## src/rtl/ram_scan_reader_if.sv

```systemverilog
// Bundle of scan-control, RAM read-port and display signals for ram_scan_reader.
// slave is the reader; master is whatever drives the controls and owns the RAMs.
interface ram_scan_reader_if #(
  parameter int AW = 4,
  parameter int DW = 4
);
  logic            start;
  logic            abort;
  logic            mode;
  logic            step;
  logic [AW-1:0]   rd_addr;
  logic [DW-1:0]   rd_data0;
  logic [DW-1:0]   rd_data1;
  logic [AW-1:0]   disp_addr;
  logic [DW-1:0]   disp_data0;
  logic [DW-1:0]   disp_data1;
  logic            mismatch;
  logic [AW:0]     mism_cnt;
  logic [DW+AW-1:0] sum0;
  logic            busy;
  logic            done;

  modport slave (
    input  start, abort, mode, step, rd_data0, rd_data1,
    output rd_addr, disp_addr, disp_data0, disp_data1, mismatch, mism_cnt, sum0, busy, done
  );

  modport master (
    output start, abort, mode, step, rd_data0, rd_data1,
    input  rd_addr, disp_addr, disp_data0, disp_data1, mismatch, mism_cnt, sum0, busy, done
  );
endinterface

```

## src/rtl/ram_scan_reader.sv

```systemverilog
// Walks both RAMs in lockstep, latching each word pair for display while
// accumulating a RAM0 checksum and a count of RAM0/RAM1 differences.
module ram_scan_reader #(
  parameter int AW    = 4,
  parameter int DW    = 4,
  parameter int DWELL = 25000000
) (
  input  logic            clk,
  input  logic            rst,
  ram_scan_reader_if.slave bus
);

  localparam int CW = (DWELL > 1) ? $clog2(DWELL) : 1;
  localparam int SW = DW + AW;

  typedef enum logic [2:0] {S_IDLE, S_READ, S_CAPT, S_HOLD, S_DONE} state_t;

  state_t          r_state, w_state_next;
  logic [AW-1:0]   r_addr;
  logic [AW-1:0]   r_disp_addr;
  logic [DW-1:0]   r_disp0;
  logic [DW-1:0]   r_disp1;
  logic            r_mismatch;
  logic [AW:0]     r_mism_cnt;
  logic [SW-1:0]   r_sum0;
  logic [CW-1:0]   r_dwell;

  logic w_begin, w_capt, w_advance, w_count;
  logic w_last, w_diff, w_go;

  assign w_last = (r_addr == {AW{1'b1}});
  assign w_diff = (bus.rd_data0 != bus.rd_data1);
  // Manual mode advances on step; auto mode on the last dwell cycle.
  assign w_go   = bus.mode ? bus.step : (r_dwell == CW'(DWELL - 1));

  always_ff @(posedge clk or negedge rst) begin
    // NOTE: sequential state uses non-blocking assignments so every register
    // samples pre-edge values regardless of statement order.
    if (!rst) r_state <= S_IDLE;
    else      r_state <= w_state_next;
  end

  always_comb begin
    // NOTE: every output of this block is defaulted first so no path leaves
    // a signal unassigned, which would otherwise infer a latch.
    w_state_next = r_state;
    w_begin      = 1'b0;
    w_capt       = 1'b0;
    w_advance    = 1'b0;
    w_count      = 1'b0;
    case (r_state)
      S_IDLE, S_DONE: begin
        if (bus.start) begin
          w_begin      = 1'b1;
          w_state_next = S_READ;
        end
      end
      S_READ: w_state_next = bus.abort ? S_IDLE : S_CAPT;
      S_CAPT: begin
        if (bus.abort) w_state_next = S_IDLE;
        else begin
          w_capt       = 1'b1;
          w_state_next = S_HOLD;
        end
      end
      S_HOLD: begin
        if (bus.abort) w_state_next = S_IDLE;
        else if (w_go) begin
          w_advance    = 1'b1;
          w_state_next = w_last ? S_DONE : S_READ;
        end else begin
          w_count = ~bus.mode;
        end
      end
      default: w_state_next = S_IDLE;
    endcase
  end

  always_ff @(posedge clk or negedge rst) begin
    if (!rst) begin
      r_addr      <= '0;
      r_disp_addr <= '0;
      r_disp0     <= '0;
      r_disp1     <= '0;
      r_mismatch  <= 1'b0;
      r_mism_cnt  <= '0;
      r_sum0      <= '0;
      r_dwell     <= '0;
    end else begin
      // Display registers are deliberately left alone until the first capture.
      if (w_begin) begin
        r_addr     <= '0;
        r_sum0     <= '0;
        r_mism_cnt <= '0;
        r_mismatch <= 1'b0;
      end
      if (w_capt) begin
        r_disp_addr <= r_addr;
        r_disp0     <= bus.rd_data0;
        r_disp1     <= bus.rd_data1;
        r_mismatch  <= w_diff;
        r_sum0      <= r_sum0 + SW'(bus.rd_data0);
        r_mism_cnt  <= r_mism_cnt + (AW+1)'(w_diff);
        r_dwell     <= '0;
      end
      if (w_count) r_dwell <= r_dwell + CW'(1);
      if (w_advance && !w_last) r_addr <= r_addr + AW'(1);
    end
  end

  assign bus.rd_addr    = r_addr;
  assign bus.disp_addr  = r_disp_addr;
  assign bus.disp_data0 = r_disp0;
  assign bus.disp_data1 = r_disp1;
  assign bus.mismatch   = r_mismatch;
  assign bus.mism_cnt   = r_mism_cnt;
  assign bus.sum0       = r_sum0;
  assign bus.busy       = (r_state == S_READ) || (r_state == S_CAPT) || (r_state == S_HOLD);
  assign bus.done       = (r_state == S_DONE);

endmodule

```

## src/flat_wrapper.sv

```systemverilog
// flat-port wrapper written by rule: the top's interface ports become plain ports
module ram_scan_reader_flat 
#(
  parameter int AW    = 4,
  parameter int DW    = 4,
  parameter int DWELL = 25000000
)
  (clk, rst, bus_start, bus_abort, bus_mode, bus_step, bus_rd_data0, bus_rd_data1, bus_rd_addr, bus_disp_addr, bus_disp_data0, bus_disp_data1, bus_mismatch, bus_mism_cnt, bus_sum0, bus_busy, bus_done);
  ram_scan_reader_if #(.AW(AW), .DW(DW)) bus_i ();
  input  logic clk;
  input  logic rst;
  input wire logic [$bits(bus_i.start)-1:0] bus_start;
  input wire logic [$bits(bus_i.abort)-1:0] bus_abort;
  input wire logic [$bits(bus_i.mode)-1:0] bus_mode;
  input wire logic [$bits(bus_i.step)-1:0] bus_step;
  input wire logic [$bits(bus_i.rd_data0)-1:0] bus_rd_data0;
  input wire logic [$bits(bus_i.rd_data1)-1:0] bus_rd_data1;
  output wire logic [$bits(bus_i.rd_addr)-1:0] bus_rd_addr;
  output wire logic [$bits(bus_i.disp_addr)-1:0] bus_disp_addr;
  output wire logic [$bits(bus_i.disp_data0)-1:0] bus_disp_data0;
  output wire logic [$bits(bus_i.disp_data1)-1:0] bus_disp_data1;
  output wire logic [$bits(bus_i.mismatch)-1:0] bus_mismatch;
  output wire logic [$bits(bus_i.mism_cnt)-1:0] bus_mism_cnt;
  output wire logic [$bits(bus_i.sum0)-1:0] bus_sum0;
  output wire logic [$bits(bus_i.busy)-1:0] bus_busy;
  output wire logic [$bits(bus_i.done)-1:0] bus_done;
  assign bus_i.start = bus_start;
  assign bus_i.abort = bus_abort;
  assign bus_i.mode = bus_mode;
  assign bus_i.step = bus_step;
  assign bus_i.rd_data0 = bus_rd_data0;
  assign bus_i.rd_data1 = bus_rd_data1;
  assign bus_rd_addr = bus_i.rd_addr;
  assign bus_disp_addr = bus_i.disp_addr;
  assign bus_disp_data0 = bus_i.disp_data0;
  assign bus_disp_data1 = bus_i.disp_data1;
  assign bus_mismatch = bus_i.mismatch;
  assign bus_mism_cnt = bus_i.mism_cnt;
  assign bus_sum0 = bus_i.sum0;
  assign bus_busy = bus_i.busy;
  assign bus_done = bus_i.done;
  ram_scan_reader #(.AW(AW), .DW(DW), .DWELL(DWELL)) u_core (.clk(clk), .rst(rst), .bus(bus_i));
endmodule
```

## config.mk

```make
export PLATFORM = sky130hd
export DESIGN_NAME = ram_scan_reader_flat
export DESIGN_NICKNAME = d
export VERILOG_FILES = /design/src/rtl/ram_scan_reader_if.sv /design/src/rtl/ram_scan_reader.sv /design/src/flat_wrapper.sv
export SDC_FILE = /design/constraint.sdc
export NUM_CORES = 1
export LEC_CHECK = 0
export CAP_MARGIN = 20
export CORE_ASPECT_RATIO = 1.1
export CORE_MARGIN = 5
export CORE_UTILIZATION = 58
export CTS_CLUSTER_DIAMETER = 40
export DETAILED_ROUTE_END_ITERATION = 6
export PLACE_DENSITY = 0.85
export SLEW_MARGIN = 20
export SYNTH_ARGS = -nofsm -noshare
export SYNTH_HDL_FRONTEND = slang
export SYNTH_SLANG_ARGS = --single-unit
```

## constraint.sdc

```tcl
create_clock -name clk -period 3.5 [get_ports clk]
set_input_delay 0.875 -clock clk [delete_from_list [all_inputs] [get_ports clk]]
set_output_delay 0.875 -clock clk [all_outputs]
set_load 0.005 [all_outputs]
```

==> reports/results.tsv, run 1 <==
stage	metric	value	unit
status	outcome	completed	
clock_network	cts-hold-fix-buffers	0	
grt	grt_antenna_before_repair	0	
clock_network	cts_buffer_depth	2	
cells_and_area	layout-drive-gt1-share	9.56	%
yosys	synthTopCellsByArea	dfrtp_1 (49%), nand2_1 (9.6%), mux2i_1 (4.4%)	
timing	rsz0062_at_grt	no	
yosys	synth-simple-area-share	23.9	%
cells_and_area	final_cells	424	
cells_and_area	num_antenna_cells	0	
critical_path	crit_type	in2reg	
routing	wl_met3	394	um
power	ir_worst_vdd	0.000312	V
yosys	synth_xor_area_share	2.35	%
yosys	synth_compound_area_share	13.8	%
cells_and_area	layout.cells.most_common	nand2_1	
clock_network	htreeDepth	3	
yosys	ys_types	46	
grt	grt_start_max_net_pins	39	
clock_network	cts_tree	done	
routing	dr.pass1.iters	4	
yosys	synth.area.mux_share	4.73	%
clock_network	cts_resized	0	
floorplanning	fp-row-count	27	
worst_hold_path	min_path_type	in2async	
clock_network	cts_setup_buffers	0	
timing	drv_slew	0	
job	cap_viol_max_count	0	
timing	final.period_utilization	76.7	%
yosys	yosysTopAreaCellShare	48.6	%
power	power.leakage	1.69	nW
floorplanning	die-area	0.00669	mm^2
power	power_density	484	mW/mm^2
clock_network	cts-root-buf	clkbuf_8	
timing	setup_violations	0	
clock_network	insertion_delay	340	ps
yosys	synth-adder-area-share	4.02	%
floorplanning	start_util	59.7	%
routing	met1_length	3000	um
yosys	syn_area	0.00299	mm^2
routing	wl_per_cell	16.4	um
yosys	synth-seq-cells	58	
critical_path	path_buf_inv	1	
critical_path	required	3760	ps
timing	worstMarginPinSlew	611	ps
cells_and_area	syn_to_final_growth	23.4	%
grt	grt_overflow	0	
routing	via_count	2582	
routing	route.met2.wl	3440	um
yosys	synth_top_family_by_area	simple AND/OR/NAND/NOR gates	
routing	top_layer	met4	
routing	ant_nets	0	
clock_network	cts_buffers	9	
yosys	yosys.area.top_type	dfrtp_1	
critical_path	crit_family	simple AND/OR/NAND/NOR gates	
timing	slew_headroom	59.2	%
floorplanning	die-height	85.3	um
floorplanning	placeableCoreArea	0.00500	mm^2
cells_and_area	final_cell_mix	nand2_1 (76), dfrtp_1 (58), clkdlybuf4s50_1 (44), nand3_1 (19)	
critical_path	path_cells	clkdlybuf4s50_1 -> or3b_1 -> nor3b_2 -> o2111ai_2 -> nor3_1 -> mux2i_1	
critical_path	r2r_slack	1170	ps
timing	tns	0	ps
yosys	syn_inst	310	
grt	grt_pass1_vias	2566	
floorplanning	ioPinCount	46	
grt	grt_pass1_wl	12300	um
routing	drtIter0Drc	187	
grt	track_usage	23.0	%
routing	totalWireLength	6950	um
placement	dp.cells	409	
critical_path	startpoint_type	primary input	
cells_and_area	nets	385	
yosys	seq_area_frac_synth	48.6	%
placement	hpwl	4930	um
critical_path	cp.arrival	2940	ps
critical_path	slowest_stage	clkdlybuf4s50_1	
routing	drc_errors	0	
routing	routed_via_density	6.09	
clock_network	clk_pin_slew_worst_paths	70	ps
yosys	yosysWarnings	0	
clock_network	clock_sinks	58	
critical_path	cp-end-kind	flop	
critical_path	critPathMaxStageDelay	430	ps
placement	io_buffers	45	
floorplanning	die_w	78.4	um
timing	clock_skew	10.1	ps
timing	fmax	0.373	GHz
yosys	synth.avg_cell_area	9.63	um^2
timing	hold_viol	0	
timing	layout_min_cycle_time	2680	ps
critical_path	crit_path_max_fanout	13	
yosys	syn_nets	333	
placement	place_congestion	0.817	
layer usage:
layer	up-vias	track usage, %
met5	-	0
met4	0	7.47
met3	10	5.73
met2	91	38.0
met1	1269	29.8
li1	1212	-
worst paths after layout:
check                      cells past startpoint                       to                     from
setup / recovery                               6       u_core.r_dwell[17]                bus_abort
hold / removal                                 1  u_core.bus.disp_addr[0]                      rst
setup reg to reg                               6        u_core.r_dwell[2]        u_core.r_dwell[0]
hold reg to reg                                2  u_core.bus.disp_addr[0]  u_core.bus.disp_addr[0]
max in group asynchronous                      2       u_core.bus.sum0[6]                      rst
min in group clk                               2  u_core.bus.disp_addr[0]  u_core.bus.disp_addr[0]
power breakdown:
part | internal (mW) | switching [mW] | total, mW
clock network | 0.290 | 0.276 | 0.566
registers | 0.748 | 0.0649 | 0.813
logic | 0.217 | 0.186 | 0.402
total | 1.26 | 0.527 | 1.78
cell type report:
cell class                      count  area, um^2
Tap cell                           58        72.6
Multi-Input combinational cell    234        1460
Timing Repair Buffer               52         498
Fill cell                         361        1320
Sequential cell                    58        1450
Clock buffer                       11         151
Inverter                            7        26.3
Clock inverter                      4        27.5
flip-flops by register name (all words and copies together), names as in the netlist:
signal / count
u_core.bus.disp_addr: 4
u_core.bus.disp_data0: 4
u_core.bus.disp_data1: 4
u_core.bus.mism_cnt: 5
u_core.bus.mismatch: 1
u_core.bus.rd_addr: 4
u_core.bus.sum0: 8
u_core.r_dwell: 25
u_core.r_state: 3
synthesized netlist by cell type, drive strengths merged:
cell / count
o21bai: 1
a31o: 2
o21a: 1
a21oi: 5
or4: 1
nand4: 12
nor4b: 1
nor2: 13
o2111ai: 3
clkbuf: 7
a22o: 1
nor2b: 4
a31oi: 2
nor4: 1
dfrtp: 58
or3: 1
or3b: 2
nand2: 76
nor3: 6
nand3: 19
o31ai: 13
and4: 1
and2: 3
inv: 7
xor2: 3
a21o: 2
and3: 3
ha: 8
o21ai: 11
nor3b: 2
o211ai: 12
buf: 4
nand2b: 1
nand4b: 2
xnor2: 5
mux2i: 13
fa: 1
mux2: 1
o2111a: 2
cells by family after synthesis:
kind of cell | Yosys count
xor+xnor | 8
buf+inv | 18
mux | 14
flops | 58
fa+ha+maj | 9
simple gates | 148
compound gates | 55
through the flow:
stage / hold WS [ps] / util, % / worst slack, ps / area [um^2] / total power, mW
4_1_cts: 463 / 73.7 / 811 / 3680 / 1.79
5_1_grt: 487 / 73.7 / 618 / 3680 / 1.88
2_1_floorplan: 447 / - / 1000 / 2990 / 0.987
6_report: 457 / 73.7 / 816 / 3680 / 1.78
3_3_place_gp: 457 / 70.1 / 555 / 3510 / 1.20
3_5_place_dp: 462 / 70.1 / 478 / 3510 / 1.23
No activity file was read; power rests on OpenSTA's default activity.
==> run 2, diff against run 1 <==
Settings changed: CORE_UTILIZATION 58 to 49, PLACE_DENSITY 0.85 to 0.77.
Clock period 3.5 ns to 2.35 ns, I/O delays scaled along.
==> run 2 against run 1 <==
Net effect: worst hold slack got worse by 250 ps; global-route usage fell by 4.3 points; register-to-register slack got worse by 980 ps; wire length fell by 2.8%; utilization fell by 6.4 points; sequential cell count did not move; sequential share of layout area fell by 2.5 points; critical path depth rose by 1; worst setup slack got worse by 750 ps.
==> reports/results.tsv, run 2 (synthesis gave the netlist of run 1 again) <==
stage	metric	value	unit
status	outcome	completed	
routing	routed_via_density	5.52	
floorplanning	die_w	84.4	um
timing	slew_headroom	65.3	%
cells_and_area	fin_util	67.3	%
power	power.leakage	1.83	nW
critical_path	required	2560	ps
critical_path	cp.arrival	2500	ps
timing	worstMarginPinSlew	520	ps
clock_network	cts_buffer_depth	2	
clock_network	clk_pin_slew_worst_paths	70	ps
placement	dp.cells	448	
critical_path	path_buf_inv	2	
timing	fmax	0.438	GHz
placement	pre_cts_slack	-289	ps
grt	track_usage	18.7	%
critical_path	slowest_stage	clkdlybuf4s50_1	
timing	hold_ws	211	ps
grt	grt_pass1_wl	11800	um
timing	fin_ws	68.5	ps
grt	grt_overflow	0	
cells_and_area	layout.cells.most_common	nand2_1	
critical_path	timing.rr.start	u_core.r_dwell[2]	
placement	hpwl	4940	um
grt	grt_start_max_net_pins	27	
routing	via_count	2561	
critical_path	cp-end-kind	flop	
floorplanning	die-area	0.00776	mm^2
cells_and_area	final_cell_mix	nand2_1 (76), dfrtp_1 (58), clkdlybuf4s50_1 (44), buf_4 (26), nand3_1 (19)	
timing	rsz0062_at_grt	yes	
critical_path	path_cells	clkdlybuf4s50_1 -> or3b_4 -> nor3b_4 -> o2111ai_2 -> buf_4 -> o211ai_1 -> o31ai_1	
clock_network	cts-hold-fix-buffers	0	
routing	wl_per_cell	14.5	um
clock_network	cts-root-buf	clkbuf_8	
cells_and_area	top_register	u_core.r_dwell	
floorplanning	fp-row-count	29	
cells_and_area	nets	405	
floorplanning	die-height	91.9	um
clock_network	htreeDepth	3	
power	power_density	727	mW/mm^2
critical_path	startpoint_type	primary input	
placement	dpl_cell_area	0.00369	mm^2
clock_network	cts_tree	done	
timing	setup_violations	0	
routing	totalWireLength	6750	um
clock_network	clock_sinks	58	
critical_path	crit_family	buffers and inverters	
placement	place_congestion	0.800	
clock_network	insertion_delay	340	ps
routing	ant_nets	0	
timing	drv_slew	0	
cells_and_area	fillers	481	
placement	io_buffers	45	
power	ir_worst_vdd	0.000435	V
timing	final.period_utilization	97.1	%
cells_and_area	layout-drive-gt1-share	15.0	%
critical_path	r2r_slack	190	ps
floorplanning	placeableCoreArea	0.00584	mm^2
job	cap_viol_max_count	0	
cells_and_area	largest_register_ff_count	25	
clock_network	cts_buffers	9	
cells_and_area	syn_to_final_growth	31.7	%
routing	dr.pass1.iters	4	
cells_and_area	num_antenna_cells	0	
timing	clock_skew	9.63	ps
grt	grt_pass1_vias	2632	
floorplanning	start_util	51.1	%
cells_and_area	final_area	0.00393	mm^2
timing	tns	0	ps
critical_path	r2r_cells	5	
routing	drtIter0Drc	93	
critical_path	crit_path_max_fanout	8	
routing	drc_errors	0	
grt	grt_antenna_before_repair	0	
critical_path	regToRegEndpoint	u_core.bus.rd_addr[3]	
timing	layout_min_cycle_time	2280	ps
critical_path	crit_type	in2reg	
cells_and_area	final_cells	464	
clock_network	cts_setup_buffers	0	
worst_hold_path	min_path_type	in2async	
floorplanning	ioPinCount	46	
power	power	2.86	mW
timing	hold_viol	0	
critical_path	critPathMaxStageDelay	440	ps
==> run 2: power breakdown <==
| part | internal, mW | leakage, nW | switching, mW |
|---|---|---|---|
| logic | 0.365 | 0.924 | 0.279 |
| clock network | 0.618 | 0.116 | 0.400 |
| registers | 1.12 | 0.791 | 0.0826 |
| total | 2.10 | 1.83 | 0.762 |
==> run 2: how the worst max path moves through the flow <==
stage / startpoint / endpoint / slack, ps / cells past startpoint
after floorplan: bus_abort / u_core.r_dwell[17] / 140 / 6
after global placement: bus_abort / u_core.r_dwell[9] / -210 / 7
after detailed placement: bus_abort / u_core.r_dwell[13] / -290 / 7
after CTS: bus_abort / u_core.r_dwell[13] / 60 / 7
after global routing: bus_abort / u_core.r_dwell[13] / -30 / 7
final: bus_abort / u_core.r_dwell[13] / 70 / 7
==> run 2: per-layer routing <==
layer | GRT usage (%) | vias up | wire length [um]
met1 | 22.0 | 1230 | 2900
met4 | 7.92 | 0 | 122
met3 | 5.20 | 12 | 376
met5 | 0 | - | 0
li1 | - | 1264 | -
met2 | 32.1 | 55 | 3360
==> run 2: cell type report <==
class                      instances  area (um^2)  share of cell area (%)
multi-input combinational        234         1480                    37.6
clock buffer                      10          138                    3.50
timing repair buffer              72          661                    16.8
clock inverter                     6         80.1                    2.04
sequential                        58         1450                    36.9
tap                               77         96.3                    2.45
inverter                           7         26.3                   0.668
==> run 2: repair_timing <==
item | CTS | global route
setup endpoints to repair | 0 | 12
resized for setup | 0 | 4
hold endpoints to repair | 0 | 0
==> run 3, diff against run 2 <==
Settings changed: GPL_TIMING_DRIVEN from default to 0.
==> run 3 against run 2 <==
Net effect: sequential power about the same; clock-buffer cell count increased by 2; combinational power decreased by 5.4%; critical endpoint is now bus_done; non-clock buffer count decreased by 9.
==> reports/results.tsv, run 3 (synthesis gave the netlist of run 1 again) <==
stage	metric	value	unit
clock_network	htreeDepth	3	
placement	pre_cts_slack	-567	ps
grt	grt_antenna_before_repair	0	
timing	fin_ws	69.9	ps
critical_path	crit_path_max_fanout	5	
routing	dr.pass1.iters	6	
timing	worstMarginPinSlew	548	ps
clock_network	cts_tree	done	
clock_network	cts_buffer_depth	2	
critical_path	required	1760	ps
timing	hold_viol	0	
clock_network	cts_buffers	9	
floorplanning	placeableCoreArea	0.00584	mm^2
floorplanning	start_util	51.1	%
cells_and_area	num_antenna_cells	0	
timing	final.period_utilization	97.0	%
placement	dp.cells	433	
grt	track_usage	18.9	%
clock_network	cts-hold-fix-buffers	0	
power	power_density	707	mW/mm^2
power	ir_worst_vdd	0.000349	V
critical_path	crit_type	reg2out	
timing	rsz0062_at_grt	no	
floorplanning	die-area	0.00776	mm^2
floorplanning	die_w	84.4	um
placement	hpwl	4930	um
status	outcome	completed	
timing	slew_headroom	63.5	%
clock_network	cts-root-buf	clkbuf_8	
power	power.leakage	1.75	nW
clock_network	clock_sinks	58	
timing	tns	0	ps
cells_and_area	layout-drive-gt1-share	10.6	%
routing	wl_per_cell	15.3	um
clock_network	insertion_delay	340	ps
cells_and_area	top_register	u_core.r_dwell	
power	power	2.71	mW
cells_and_area	syn_to_final_growth	28.1	%
cells_and_area	final_area	0.00383	mm^2
timing	fmax	0.439	GHz
routing	drtIter0Drc	134	
routing	ant_nets	0	
floorplanning	ioPinCount	46	
placement	io_buffers	45	
placement	dpl_cell_area	0.00356	mm^2
grt	grt_start_max_net_pins	46	
routing	via_count	2527	
timing	layout_min_cycle_time	2280	ps
grt	grt_pass1_vias	2386	
cells_and_area	layout.cells.most_common	nand2_1	
cells_and_area	nets	396	
grt	grt_pass1_wl	11800	um
cells_and_area	fin_util	65.5	%
cells_and_area	multi_input_area	0.00149	mm^2
timing	clock_skew	10.0	ps
critical_path	r2r_cells	7	
worst_hold_path	min_path_type	in2async	
job	cap_viol_max_count	0	
grt	grt_overflow	0	
timing	drv_slew	0	
cells_and_area	final_cells	454	
routing	drc_errors	0	
floorplanning	die-height	91.9	um
cells_and_area	fillers	466	
timing	setup_violations	0	
critical_path	r2r_slack	140	ps
critical_path	cp-end-kind	primary output	
critical_path	timing.rr.start	u_core.r_dwell[0]	
cells_and_area	largest_register_ff_count	25	
floorplanning	fp-row-count	29	
critical_path	regToRegEndpoint	u_core.r_dwell[2]	
placement	place_congestion	0.784	
critical_path	cp.arrival	1690	ps
routing	totalWireLength	6950	um
cells_and_area	area.sequential	0.00145	mm^2
timing	hold_ws	94.7	ps
critical_path	startpoint_type	flop	
clock_network	clk_pin_slew_worst_paths	70	ps
cells_and_area	final_cell_mix	nand2_1 (76), dfrtp_1 (58), clkdlybuf4s50_1 (43), nand3_1 (19)	
routing	routed_via_density	5.57	
-- run 3: report_power, final --
part | leakage (nW) | total, mW | internal (mW) | switching (mW)
clock | 0.0962 | 0.898 | 0.510 | 0.389
combinational | 0.866 | 0.609 | 0.329 | 0.280
sequential | 0.791 | 1.20 | 1.12 | 0.0837
total | 1.75 | 2.71 | 1.95 | 0.752
-- run 3: worst max-delay path, stage by stage (launching register included) --
cell	delay [ps]
dfrtp_1	410
nor2_1	270
nand2_1	120
inv_1	70
clkdlybuf4s50_1	490
-- run 3: how the worst max path moves through the flow --
stage	startpoint	endpoint	slack, ps	depth (start not counted)
detailed placement	bus_abort	u_core.r_dwell[17]	-570	7
global route	u_core.r_state[0]	bus_done	3	4
finish	u_core.r_state[0]	bus_done	70	4
floorplan	bus_abort	u_core.r_dwell[17]	140	6
global placement	rst	u_core.r_dwell[7]	-1180	1
CTS	bus_abort	u_core.r_dwell[17]	3	7
-- run 3: timing repair --
item                       in CTS  in global routing
resized for setup               5                  5
pin swaps                       2                  4
buffers inserted                4                  2
setup endpoints to repair      20                 43
-- run 3: per-layer routing --
layer | track usage (%) | vias to the layer above | wire length [um]
met5 | 0 | - | 0
met4 | 8.71 | 0 | 137
met3 | 3.32 | 13 | 291
met2 | 30.7 | 58 | 3380
met1 | 24.5 | 1213 | 3150
li1 | - | 1243 | -
-- run 3: cell type report --
class / instances / share of cell area [%]
Clock buffer: 12 / 3.79
Tap cell: 77 / 2.52
Sequential cell: 58 / 37.9
Timing Repair Buffer: 52 / 13.8
Clock inverter: 3 / 1.05
Inverter: 7 / 0.687
Multi-Input combinational cell: 234 / 38.8
Buffer: 11 / 1.41
==> edit 1 (settings of run 1) <==
`AW` is set to 4 in 3 places; all go to 3.
--- a/src/rtl/ram_scan_reader_if.sv
+++ b/src/rtl/ram_scan_reader_if.sv
@@ -1,7 +1,7 @@
 // Bundle of scan-control, RAM read-port and display signals for ram_scan_reader.
 // slave is the reader; master is whatever drives the controls and owns the RAMs.
 interface ram_scan_reader_if #(
-  parameter int AW = 4,
+  parameter int AW = 3,
   parameter int DW = 4
 );
   logic            start;
--- a/src/rtl/ram_scan_reader.sv
+++ b/src/rtl/ram_scan_reader.sv
@@ -1,7 +1,7 @@
 // Walks both RAMs in lockstep, latching each word pair for display while
 // accumulating a RAM0 checksum and a count of RAM0/RAM1 differences.
 module ram_scan_reader #(
-  parameter int AW    = 4,
+  parameter int AW    = 3,
   parameter int DW    = 4,
   parameter int DWELL = 25000000
 ) (
--- a/src/flat_wrapper.sv
+++ b/src/flat_wrapper.sv
@@ -1,7 +1,7 @@
 // flat-port wrapper written by rule: the top's interface ports become plain ports
 module ram_scan_reader_flat 
 #(
-  parameter int AW    = 4,
+  parameter int AW    = 3,
   parameter int DW    = 4,
   parameter int DWELL = 25000000
 )
Interface: changed (resized bus_disp_addr, bus_mism_cnt, bus_rd_addr and bus_sum0); port bits go from 46 to 42. The function was not compared with the original's and may differ.
==> edit 1 against run 1 <==
- count of clock-buffer cells in the layout decreased by 5
- power grew 4.8%
- cell area decreased by 7.9%
- sequential share of layout area is 0.42 points higher
- cell count shrank 9.0%
- sequential cell count down 4
- setup slack better by 0.068 ns
- die area fell by 6.2%
- wire length down 11%
- critical path depth did not move
- synthesized area fell by 7.0%
- critical path type unchanged
- largest cell class unchanged
- highest routed layer unchanged
==> edit 1: results (changes against run 1) <==
vias in the first global route -> 2,318 (-9.7%)
Finished Layout Cells -> 386 (-9.0%)
Compound-Gate Fraction of Synth Area -> 0.119 (-0.0184)
Synth Area per Inst -> 9.78 µm² (+1.5%)
Worst Path Arrival -> 2.81 ns (-0.13 ns)
largest net degree at the start of global routing -> 41 (+5.1%)
Met1 Wirelength -> 2690 µm (-11%)
GR Util met2 -> 0.379 (-0.000781)
DRT iter0 DRCs -> 133 (-29%)
GRT Overall Usage -> 0.212 (-0.0183)
share of layout cells above drive strength 1 -> 0.0758 (-0.0199)
Synth Area in Adders -> 0.0478 (+0.00755)
dpl cell area -> 0.00325 mm² (-7.2%)
XOR/XNOR Fraction of Synth Area -> 0.0284 (+0.00493)
grt met3 use -> 0.0412 (-0.0161)
WL met2 -> 3040 µm (-12%)
hpwl dp -> 4550 µm (-7.7%)
vias after detailed routing -> 2,304 (-11%)
Synthesized Nets -> 308 (-7.5%)
Post-Route Skew -> 0.00426 ns (-0.00586 ns)
outcome -> completed
met1 GRT Util -> 0.258 (-0.0403)
Comb power frac -> 0.291 (+0.065)
routed len/inst -> 16.0 µm (-2.4%)
pre-CTS setup slack -> 0.605 ns (+0.127 ns)
largest fanout on the critical path -> 9 (-4)
Placed Cells -> 378 (-7.6%)
worst vdd ir -> 265 µV (-15%)
H-tree levels -> 2 (-1)
Post-synth top cells -> nand2_1 (63), dfrtp_1 (54), nand3_1 (26), o21ai_0 (17), mux2i_1 (11)
met3 WL -> 357 µm (-9.4%)
PortBufs -> 41 (-8.9%)
largest cells by area after synthesis -> dfrtp_1 (49%), nand2_1 (8.5%), nand3_1 (4.7%)
max reg flops -> 25 (unchanged)
multiplexer area fraction after synthesis -> 0.0397 (-0.00768)
Num CTS Buffers -> 5 (-4)
post-synthesis sequential area ratio -> 0.487 (+0.000740)
PD cells -> 550 mW/mm² (+14%)
Internal Power -> 1320 µW (+4.8%)
worst-margin pin slew -> 0.869 ns (+0.258 ns)
post-CTS setup buffer count -> 0 (unchanged)
CP peak stage delay -> 0.56 ns (+0.13 ns)
Nets -> 353 (-8.3%)
first-pass GRT wire length -> 10,700 µm (-13%)
Clock Latency Late Sink -> 0.31 ns (-0.03 ns)
Fillers -> 352 (-2.5%)
DR pass1 iterations -> 4 (unchanged)
routability cong. -> 0.882 (+7.9%)
critical path's top delay family -> simple AND/OR/NAND/NOR gates
Netlist cell types -> 45 (-2.2%)
Leak -> 0.00152 µW (-10%)
HP Class -> register to register
clock-pin slew on the worst setup and hold paths -> 0.10 ns (+0.03 ns)
## edit 1: area by class of cell
class	count	area (µm²)	area share
Multi-Input combinational cell	217	1370	0.403
Timing Repair Buffer	46	443	0.130
Inverter	5	18.8	0.00553
Sequential cell	54	1350	0.398
Clock inverter	2	60.1	0.0177
Clock buffer	6	82.6	0.0243
Tap cell	56	70.1	0.0206
## edit 1: final timing paths
check,endpoint,slack (ns),cells past startpoint,from
min in group asynchronous,u_core.bus.mism_cnt[1],0.67,1,rst
worst max register to register,u_core.r_dwell[22],1.44,5,u_core.r_state[2]
worst min register to register,u_core.bus.disp_addr[0],0.48,2,u_core.bus.disp_addr[0]
max in group asynchronous,u_core.bus.disp_data1[1],2.17,2,rst
worst max-delay path,u_core.r_dwell[22],0.88,6,bus_abort
worst min-delay path,u_core.bus.disp_addr[0],0.48,2,u_core.bus.disp_addr[0]
==> edit 2 (flow settings as in run 1) <==
Made on the original files. The 5 states of `state_t` get a one-hot encoding in 5 bits.
--- a/src/rtl/ram_scan_reader.sv
+++ b/src/rtl/ram_scan_reader.sv
@@ -13,7 +13,7 @@
   localparam int CW = (DWELL > 1) ? $clog2(DWELL) : 1;
   localparam int SW = DW + AW;
 
-  typedef enum logic [2:0] {S_IDLE, S_READ, S_CAPT, S_HOLD, S_DONE} state_t;
+  typedef enum logic [4:0] {S_IDLE = 5'b00001, S_READ = 5'b00010, S_CAPT = 5'b00100, S_HOLD = 5'b01000, S_DONE = 5'b10000} state_t;
 
   state_t          r_state, w_state_next;
   logic [AW-1:0]   r_addr;
Check against the original RTL: no difference found for any inputs over 10 cycles, from zero or initial values and one cycle with rst low; not proved beyond that.
==> edit 2 against run 1 <==
- sequential cell count rose by 2
- wire length fell by 2.7%
- cell count rose by 2.1%
- synthesized area rose by 2.1%
- synthesized cell count rose by 2.9%
- via count fell by 2.1%
- critical path depth fell by 2
- cell area rose by 1.8%
- power fell by 1.5%
- maximum frequency fell by 3.8%
- sequential share of layout area rose by 0.67 points
- setup slack got worse by 0.11 ns
- count of clock-buffer cells in the layout rose by 2
- largest power group unchanged
- highest routed layer unchanged
==> edit 2: results (changes against run 1) <==
HP Class -> register to register
DRT iter0 DRCs -> 128 (-32%)
DR pass1 iterations -> 5 (+1)
largest net degree at the start of global routing -> 42 (+7.7%)
drt total wl -> 6760 µm (-2.7%)
routability cong. -> 0.888 (+8.7%)
reg2reg start -> u_core.r_dwell[6]
largest cells by area after synthesis -> dfrtp_1 (48%), nand2_1 (9.0%), mux2i_1 (5.6%)
Worst Path Arrival -> 1.92 ns (-1.02 ns)
first-pass GRT wire length -> 11,900 µm (-3.0%)
Via density -> 5.84 (-4.1%)
outcome -> completed
Post-synth top cells -> nand2_1 (73), dfrtp_1 (59), mux2i_1 (17), nand4_1 (15), nor2_1 (15)
GRT Overall Usage -> 0.224 (-0.00646)
number of antenna violations at the first check in global routing -> 0 (unchanged)
Synthesized Nets -> 342 (+2.7%)
Leak -> 0.00179 µW (+6.3%)
hpwl dp -> 4830 µm (-1.9%)
Placed Cells -> 418 (+2.2%)
vias after detailed routing -> 2,528 (-2.1%)
Rel. slew slack -> 0.428 (-0.164)
clock-pin slew on the worst setup and hold paths -> 0.07 ns (about the same)
share of layout cells above drive strength 1 -> 0.0720 (-0.0236)
crit path from -> u_core.r_state[3]
largest fanout on the critical path -> 6 (-7)
worst vdd ir -> 386 µV (+24%)
Slew Limit Fails -> 0 (unchanged)
Nets -> 394 (+2.3%)
Worst R2R Setup Slack -> 0.82 ns (-0.35 ns)
vias in the first global route -> 2,556 (-0.39%)
post-synthesis sequential area ratio -> 0.493 (+0.00706)
Synth Area per Inst -> 9.55 µm² (-0.83%)
Post-Route Skew -> 0.00840 ns (-0.00172 ns)
==> edit 2: path summary, 6_finish.rpt <==
check / endpoint / cells past startpoint
hold / removal: u_core.bus.disp_data0[0] / 2
hold reg to reg: u_core.bus.disp_data0[0] / 2
setup reg to reg: u_core.r_dwell[3] / 6
min in group asynchronous: u_core.bus.mism_cnt[2] / 1
max in group asynchronous: u_core.r_state[0] / 2
setup / recovery: bus_busy / 4
==> edit 2: cell families (layout without fill, tap and decap cells) <==
| logic type | after synthesis | in the layout | synth area share |
|---|---|---|---|
| compound gates | 52 | 52 | 0.115 |
| mux | 18 | 18 | 0.0595 |
| xor+xnor | 10 | 10 | 0.0287 |
| simple gates | 153 | 153 | 0.243 |
| flops | 60 | 60 | 0.493 |
| buf+inv | 17 | 73 | 0.0218 |
| fa+ha+maj | 9 | 9 | 0.0394 |
==> edit 2: layout make-up <==
| type | instances | area (µm²) |
|---|---|---|
| clock buffers | 13 | 159 |
| clock inverters | 2 | 10.0 |
| fillers | 353 | 1320 |
| inverters | 7 | 26.3 |
| multi-input cells | 242 | 1490 |
| flip-flops and latches | 60 | 1500 |
| well taps | 58 | 72.6 |
| repair buffers | 51 | 490 |
==> edit 2: critical path, stage by stage, from the launching register on <==
cell and delay [ns]:
dfrtp_1 0.43, nor3b_1 0.35, nor2_1 0.12, nor3_1 0.15, clkdlybuf4s50_1 0.54
==> edit 2: metrics by stage <==
stage | hold slack [ns] | instance area (µm²) | util | worst slack, ns | power [µW]
floorplan | 0.438 | 3050 | - | 1.16 | 1010
global placement | 0.452 | 3580 | 0.706 | 0.748 | 1210
detailed placement | 0.461 | 3580 | 0.706 | 0.655 | 1230
CTS | 0.473 | 3740 | 0.739 | 0.722 | 1770
global route | 0.498 | 3750 | 0.740 | 0.492 | 1860
finish | 0.474 | 3750 | 0.740 | 0.710 | 1760
==> edit 2: where the power goes <==
| part | switching, µW | internal (µW) | leakage [µW] | total [µW] |
|---|---|---|---|---|
| Sequential | 55.0 | 773 | 0.000822 | 828 |
| Clock | 254 | 290 | 0.0000893 | 544 |
| Combinational | 180 | 204 | 0.000883 | 384 |
==> edit 2: per-layer routing <==
layer	routed length, µm	up-vias	part of all wire	global-route usage
li1	-	1244	-	-
met1	2980	1210	0.44	0.294
met2	3250	66	0.48	0.345
met3	431	8	0.064	0.0725
met4	103	0	0.015	0.0891
met5	0	-	0	0
